File: src/rtl/ir_fetch_buffer_if.sv
// Fetch-side valid/ready handshake plus the decoded head-of-buffer bundle.
// slave = the buffer, master = the fetch source / decode consumer pair.
interface ir_fetch_buffer_if #(parameter int PC_W = 32);
    logic            fetch_valid;
    logic [31:0]     fetch_data;
    logic [PC_W-1:0] fetch_pc;
    logic            fetch_ready;
    logic            decode_ready;
    logic            out_valid;
    logic [31:0]     instruction_word;
    logic [PC_W-1:0] instruction_pc;
    logic [5:0]      instruction_opcode;
    logic [4:0]      rs;
    logic [4:0]      rt;
    logic [4:0]      rd;
    logic [4:0]      shamt;
    logic [5:0]      func_code;
    logic [15:0]     alu_immediate;
    logic [31:0]     imm_sext;
    logic [31:0]     imm_zext;
    logic [25:0]     jump_target;
    logic            is_rtype;

    modport slave (
        input  fetch_valid, fetch_data, fetch_pc, decode_ready,
        output fetch_ready, out_valid, instruction_word, instruction_pc,
               instruction_opcode, rs, rt, rd, shamt, func_code,
               alu_immediate, imm_sext, imm_zext, jump_target, is_rtype
    );

    modport master (
        output fetch_valid, fetch_data, fetch_pc, decode_ready,
        input  fetch_ready, out_valid, instruction_word, instruction_pc,
               instruction_opcode, rs, rt, rd, shamt, func_code,
               alu_immediate, imm_sext, imm_zext, jump_target, is_rtype
    );
endinterface

File: src/rtl/ir_fetch_buffer.sv
// DEPTH-entry instruction FIFO replacing the pass-through IR; the head entry
// is split into MIPS I fields. Empty buffer presents an all-zero NOP.
module ir_fetch_buffer #(
    parameter int DEPTH     = 2,
    parameter int PC_W      = 32,
    parameter bit BYTE_SWAP = 1'b0
) (
    input logic             clk,
    input logic             reset,
    input logic             flush,
    ir_fetch_buffer_if.slave bus
);
    localparam int CW = $clog2(DEPTH + 1);
    localparam int PW = (DEPTH > 1) ? $clog2(DEPTH) : 1;

    logic [31:0]     mem_w  [DEPTH];
    logic [PC_W-1:0] mem_pc [DEPTH];
    logic [PW-1:0]   rd_ptr, wr_ptr;
    logic [CW-1:0]   count;
    logic [31:0]     wdata;
    logic [31:0]     head_w;
    logic [PC_W-1:0] head_pc;
    logic            push, pop;

    // Explicit wrap so non-power-of-2 depths never index past DEPTH-1.
    function automatic logic [PW-1:0] nxt(input logic [PW-1:0] p);
        return (p == PW'(DEPTH - 1)) ? '0 : p + PW'(1);
    endfunction

    if (BYTE_SWAP) begin : g_swap
        assign wdata = {bus.fetch_data[7:0], bus.fetch_data[15:8],
                        bus.fetch_data[23:16], bus.fetch_data[31:24]};
    end else begin : g_pass
        assign wdata = bus.fetch_data;
    end

    assign bus.fetch_ready = (count != CW'(DEPTH)) && !reset;
    assign bus.out_valid   = (count != '0);
    assign push = bus.fetch_valid && bus.fetch_ready;
    assign pop  = bus.out_valid && bus.decode_ready;

    always_ff @(posedge clk) begin
        if (reset || flush) begin
            rd_ptr <= '0;
            wr_ptr <= '0;
            count  <= '0;
        end else begin
            if (push) wr_ptr <= nxt(wr_ptr);
            if (pop)  rd_ptr <= nxt(rd_ptr);
            case ({push, pop})
                2'b10:   count <= count + CW'(1);
                2'b01:   count <= count - CW'(1);
                default: count <= count;
            endcase
        end
    end

    // Storage is not reset; a cleared count makes stale contents invisible.
    always_ff @(posedge clk) begin
        if (push && !flush) begin
            mem_w[wr_ptr]  <= wdata;
            mem_pc[wr_ptr] <= bus.fetch_pc;
        end
    end

    always_comb begin
        head_w  = '0;
        head_pc = '0;
        if (count != '0) begin
            head_w  = mem_w[rd_ptr];
            head_pc = mem_pc[rd_ptr];
        end
    end

    assign bus.instruction_word   = head_w;
    assign bus.instruction_pc     = head_pc;
    assign bus.instruction_opcode = head_w[31:26];
    assign bus.rs                 = head_w[25:21];
    assign bus.rt                 = head_w[20:16];
    assign bus.rd                 = head_w[15:11];
    assign bus.shamt              = head_w[10:6];
    assign bus.func_code          = head_w[5:0];
    assign bus.alu_immediate      = head_w[15:0];
    assign bus.imm_sext           = {{16{head_w[15]}}, head_w[15:0]};
    assign bus.imm_zext           = {16'h0000, head_w[15:0]};
    assign bus.jump_target        = head_w[25:0];
    assign bus.is_rtype           = bus.out_valid && (head_w[31:26] == 6'd0);
endmodule

File: src/flat_wrapper.sv
// flat-port wrapper written by rule: the top's interface ports become plain ports
module ir_fetch_buffer_flat 
#(
    parameter int DEPTH     = 2,
    parameter int PC_W      = 32,
    parameter bit BYTE_SWAP = 1'b0
)
  (clk, reset, flush, bus_fetch_valid, bus_fetch_data, bus_fetch_pc, bus_decode_ready, bus_fetch_ready, bus_out_valid, bus_instruction_word, bus_instruction_pc, bus_instruction_opcode, bus_rs, bus_rt, bus_rd, bus_shamt, bus_func_code, bus_alu_immediate, bus_imm_sext, bus_imm_zext, bus_jump_target, bus_is_rtype);
  ir_fetch_buffer_if #(.PC_W(PC_W)) bus_i ();
  input logic clk;
  input logic reset;
  input logic flush;
  input wire logic [$bits(bus_i.fetch_valid)-1:0] bus_fetch_valid;
  input wire logic [$bits(bus_i.fetch_data)-1:0] bus_fetch_data;
  input wire logic [$bits(bus_i.fetch_pc)-1:0] bus_fetch_pc;
  input wire logic [$bits(bus_i.decode_ready)-1:0] bus_decode_ready;
  output wire logic [$bits(bus_i.fetch_ready)-1:0] bus_fetch_ready;
  output wire logic [$bits(bus_i.out_valid)-1:0] bus_out_valid;
  output wire logic [$bits(bus_i.instruction_word)-1:0] bus_instruction_word;
  output wire logic [$bits(bus_i.instruction_pc)-1:0] bus_instruction_pc;
  output wire logic [$bits(bus_i.instruction_opcode)-1:0] bus_instruction_opcode;
  output wire logic [$bits(bus_i.rs)-1:0] bus_rs;
  output wire logic [$bits(bus_i.rt)-1:0] bus_rt;
  output wire logic [$bits(bus_i.rd)-1:0] bus_rd;
  output wire logic [$bits(bus_i.shamt)-1:0] bus_shamt;
  output wire logic [$bits(bus_i.func_code)-1:0] bus_func_code;
  output wire logic [$bits(bus_i.alu_immediate)-1:0] bus_alu_immediate;
  output wire logic [$bits(bus_i.imm_sext)-1:0] bus_imm_sext;
  output wire logic [$bits(bus_i.imm_zext)-1:0] bus_imm_zext;
  output wire logic [$bits(bus_i.jump_target)-1:0] bus_jump_target;
  output wire logic [$bits(bus_i.is_rtype)-1:0] bus_is_rtype;
  assign bus_i.fetch_valid = bus_fetch_valid;
  assign bus_i.fetch_data = bus_fetch_data;
  assign bus_i.fetch_pc = bus_fetch_pc;
  assign bus_i.decode_ready = bus_decode_ready;
  assign bus_fetch_ready = bus_i.fetch_ready;
  assign bus_out_valid = bus_i.out_valid;
  assign bus_instruction_word = bus_i.instruction_word;
  assign bus_instruction_pc = bus_i.instruction_pc;
  assign bus_instruction_opcode = bus_i.instruction_opcode;
  assign bus_rs = bus_i.rs;
  assign bus_rt = bus_i.rt;
  assign bus_rd = bus_i.rd;
  assign bus_shamt = bus_i.shamt;
  assign bus_func_code = bus_i.func_code;
  assign bus_alu_immediate = bus_i.alu_immediate;
  assign bus_imm_sext = bus_i.imm_sext;
  assign bus_imm_zext = bus_i.imm_zext;
  assign bus_jump_target = bus_i.jump_target;
  assign bus_is_rtype = bus_i.is_rtype;
  ir_fetch_buffer #(.DEPTH(DEPTH), .PC_W(PC_W), .BYTE_SWAP(BYTE_SWAP)) u_core (.clk(clk), .reset(reset), .flush(flush), .bus(bus_i));
endmodule
File: config.mk
export PLATFORM = sky130hd
export DESIGN_NAME = ir_fetch_buffer_flat
export DESIGN_NICKNAME = d
export VERILOG_FILES = /design/src/rtl/ir_fetch_buffer_if.sv /design/src/rtl/ir_fetch_buffer.sv /design/src/flat_wrapper.sv
export SDC_FILE = /design/constraint.sdc
export NUM_CORES = 1
export LEC_CHECK = 0
export ABC_AREA = 1
export CAP_MARGIN = 10
export CORE_MARGIN = 4
export CORE_UTILIZATION = 40
export CTS_CLUSTER_DIAMETER = 150
export DETAILED_ROUTE_END_ITERATION = 8
export PLACE_DENSITY = 0.77
export SYNTH_ARGS = -nofsm -noshare
export SYNTH_HDL_FRONTEND = slang
export SYNTH_SLANG_ARGS = --single-unit
File: constraint.sdc
create_clock -name clk -period 7.65 [get_ports clk]
set_clock_uncertainty 0.15 [all_clocks]
set_input_delay 0.765 -clock clk [delete_from_list [all_inputs] [get_ports clk]]
set_output_delay 0.765 -clock clk [all_outputs]
set_load 0.03 [all_outputs]
## Yosys cells after proc, flatten, opt, wreduce, memory -nomap -nowiden

Memories as Yosys holds them, arrays and structs flattened. A register that Yosys moved wholly into a read port is not among the register bits.
Cells that the tools add are included.

- Word-level logic and storage cells: 34
- Bits in writable memories: 128
- Memories: 2
- Bits in registers: 4
- Output and inout bits: 205

- Equality and inequality tests: 3
- Reduce and logical (&&, ||, !) cells: 11
- Add/subtract/negate cells: 4
- Muxes and demuxes: 11

Memory list:

| name | words | bits a word | rd ports | clocked after memory_dff | write ports | RTL line | source |
|---|---|---|---|---|---|---|---|
| u_core.mem_pc | 2 | 32 | 1 | 1 | 1 | ir_fetch_buffer.sv:17 | `logic [PC_W-1:0] mem_pc [DEPTH];` |
| u_core.mem_w | 2 | 32 | 1 | 1 | 1 | ir_fetch_buffer.sv:16 | `logic [31:0] mem_w [DEPTH];` |

Operators by type and width:

| operator | number |
|---|---|
| 32-bit 2-to-1 mux | 2 |
| 1-bit 2-to-1 mux | 8 |
| 6-bit zero test | 1 |
| 1-bit logical AND | 5 |
| 2-bit case mux with 2 select lines | 1 |
| 2-bit nonzero test | 2 |
| 1-bit adder, second input constant | 2 |
| 2-bit by 1-bit adder with 2-bit output, second input constant | 1 |
| 2-bit by 1-bit == test with 1-bit output, second input constant | 1 |
| 2-bit == test, second input constant | 1 |
| 1-bit zero test | 2 |
| 2-bit != test, second input constant | 1 |
| 2-bit by 1-bit subtractor with 2-bit output, second input constant | 1 |
| 1-bit logical OR | 1 |

## Depth between registers and ports, before layout

- Depth after elaboration: 6
- Gate-level depth with buffers: 9

## Worst setup path before layout

No wires, ideal clock.

- Path type: input to register
- From: input reset
- To: memory u_core.mem_pc[0][0], enable pin
- Data arrival time: 5.278 ns
- Data required time: 6.935 ns
- Path slack: 1.657 ns
- Stages: 3
- Path buffers: 0
- Cell sequence: inv_1 nand3_2 nor3_1

- Cells in the longest elaborated chain, start to end: 6

RTL lines:

| what | RTL line | source |
|---|---|---|
| start, declared | flat_wrapper.sv:11 | `input logic reset;` |
| 1-bit zero test | ir_fetch_buffer.sv:37 | `assign bus.fetch_ready = (count != CW'(DEPTH)) && !reset;` |
| 1-bit logical AND | ir_fetch_buffer.sv:37 |  |
| 1-bit logical AND | ir_fetch_buffer.sv:39 | `assign push = bus.fetch_valid && bus.fetch_ready;` |
| 1-bit logical AND | ir_fetch_buffer.sv:60 | `if (push && !flush) begin` |
| 1-bit 2-to-1 mux | ir_fetch_buffer.sv:60 |  |
| 1-bit 2-to-1 mux (not written as such) | ir_fetch_buffer.sv:62 | `mem_pc[wr_ptr] <= bus.fetch_pc;` |
| end, declared | ir_fetch_buffer.sv:17 |  |

Every way passes these cells.

==> qor.yml <==
crit_path_end_kind: "output pin"
htreeDepth: 4
antenna_found_initial: 0
netlist_instances: 538
ys_seq_elements: 133
ctsHoldBuffers: 0
holdWs_ns: 0.364
n_antenna_cell: 0
areaGrowthSynthToFinish_pct: 39.5
post-route-period-util_pct: 60.0
timing.fmax_mhz: 218
avgSynthCellArea_um2: 11.4
drc: 0
report.final.setup_viol: 0
critPathKind: "reg -> out"
clk_pin_slew_worst_paths_ns: 0.05
clk_latency_ns: 0.40
hp-class: "reg -> reg"
p_per_area_nw_per_um2: 221
seq_area_frac_synth_pct: 64.4
die_h_um: 132
final_net_count: 748
initial_core_util_pct: 41.5
dp_slack_ns: 3.08
switchingPower_uw: 435
p_comb_share_pct: 12.0
cp.required_ns: 6.73
ios: 274
relSlewSlack_pct: 25.0
drt_iter0_drc: 141
cts.sinks: 133
stdcell_count: 875
placed_cells: 843
tritoncts: "built"
start_kind: "flip-flop"
vias: 4049
layout_min_cycle_time_ns: 4.59
power.share.clock_pct: 44.7
core_um2: 14800
worstPathArrival_ns: 3.67
cp_max_fo: 65
leakage_nw: 3.07
drv_slew: 0
intPower_mw: 1.45
routabilityCongestion: 0.733
cts.path.max_buffers: 2
grt_pass1_vias: 4113
track_usage_pct: 15.7
pwr-share-seq_pct: 43.3
grt_max_degree: 66
rsz0062_at_grt: "no"
row_count: 44
worst_slew_pin_slew_ns: 1.12
vias_per_cell: 4.63
die_w_um: 132
hold_viol_final: 0
yosysWarningCount: 0
fp.dieArea_um2: 17300
place.port_buffers: 257
cap_violations: 0
firstDrtPassIters: 4
cts-buffers-inserted: 17
cts_root_buf: "clkbuf_16"
drive_gt1_share_pct: 6.51
postCtsResizedCells: 0
outcome: "complete, no violations"
grt_pass1_wl_um: 21600
yosysUniqueCellTypes: 21
overflow: 0
syn-cell-area_um2: 6120
hpwl_um: 9580
drt_wl_total_um: 14000
wire_per_inst_um: 16.0
p_sw_share_pct: 23.1
fin_setup_tns_ns: 0
cts_setup_buffers: 0
irDropWorstVdd_mv: 0.127
detail-route-antenna-nets: 0
layout_setup_ws_ns: 3.06
==> registers in the layout (all words and copies together) (netlist names), named ones only <==
| signal | count |
|---|---|
| u_core.mem_pc | 64 |
| u_core.mem_w | 64 |
| u_core.count | 2 |
| u_core.rd_ptr | 1 |
| u_core.wr_ptr | 1 |
==> path summary, 6_finish.rpt <==
| kind | startpoint | endpoint | slack [ns] | cells after the start |
|---|---|---|---|---|
| max | flip-flop | bus_imm_sext[21] | 3.06 | 5 |
| max reg2reg | u_core.count[1]$_SDFFE_PP0P_ | u_core.count[1]$_SDFFE_PP0P_ | 5.49 | 8 |
| min | u_core.rd_ptr$_SDFFE_PP0P_ | flip-flop | 0.36 | 2 |
| min reg2reg | u_core.rd_ptr$_SDFFE_PP0P_ | flip-flop | 0.36 | 2 |
==> cell usage after synthesis (all sizes together) <==
cell | count | share of area, %
o21ai | 1 | 0.082
nand4 | 1 | 0.10
a21oi | 60 | 4.9
edfxtp | 128 | 63
ha | 1 | 0.20
clkbuf | 5 | 0.31
nor2 | 12 | 0.78
buf | 152 | 18
nand2 | 139 | 8.5
conb | 1 | 0.061
dfxtp | 5 | 1.6
nand3 | 7 | 0.65
a31oi | 1 | 0.10
nor3 | 2 | 0.16
nor4 | 1 | 0.10
inv | 22 | 1.3
==> metrics by stage <==
stage	utilization, %	cell area (µm²)	power (mW)
floorplan	-	6180	0.981
global placement	53.6	7910	1.06
detailed placement	53.6	7910	1.06
CTS	57.9	8540	1.91
global route	57.9	8540	1.95
finish	57.9	8540	1.89
==> cells by family (layout without fill, tap and decap cells) <==
group / Yosys count / count (layout) / share of synthesized area (%)
AO/OA/AOI/OAI: 62 / 62 / 5.09
adder cells (fa/ha/maj): 1 / 1 / 0.204
buffers and inverters: 179 / 317 / 19.9
flip-flops: 133 / 133 / 64.4
other: 1 / 16 / 0.0613
AND/OR/NAND/NOR: 162 / 162 / 10.3
==> layout by cell type, fill, tap and decap left out, types with 2 or more instances in the layout <==
cell               n
inv_2              2
clkinv_4           4
nor3_2             2
bufinv_16          4
conb_1            16
nor2_1            11
dfxtp_1            4
inv_1             20
clkbuf_16         17
a21oi_1           59
edfxtp_1         128
clkinvlp_4         3
nand3_1            6
buf_4              6
nand2_1          139
clkdlybuf4s50_1  257
inv_6              2
==> metal layers <==
metal	up-vias	GRT usage [%]	routed length, µm
met1	1896	16.3	5180
met5	-	0	0
met3	17	5.24	1080
met2	212	29.5	7540
met4	0	5.31	211
li1	1924	-	-
==> final cells by class <==
| class | instances | area (µm²) |
|---|---|---|
| multi-input combinational | 241 | 1030 |
| fill | 1172 | 6210 |
| tap | 184 | 230 |
| timing repair buffer | 263 | 2620 |
| clock inverter | 15 | 204 |
| inverter | 22 | 82.6 |
| sequential | 133 | 3950 |
| clock buffer | 17 | 425 |
==> worst max-delay path, stage by stage (launching register included) <==
cell	delay [ns]
dfxtp_2	0.30
buf_4	0.32
inv_2	0.91
nand2_1	0.15
a21oi_2	0.71
clkdlybuf4s50_1	0.84
==> power by group through the flow <==
stage                     clock [mW]  sequential (mW)  combinational, mW
after CTS                      0.862            0.817              0.230
after global placement             0            0.831              0.225
after floorplan                    0            0.833              0.148
after detailed placement           0            0.832              0.229
final                          0.844            0.817              0.227
after global routing           0.891            0.817              0.239
Note: power is estimated with default switching activity, not from simulation.
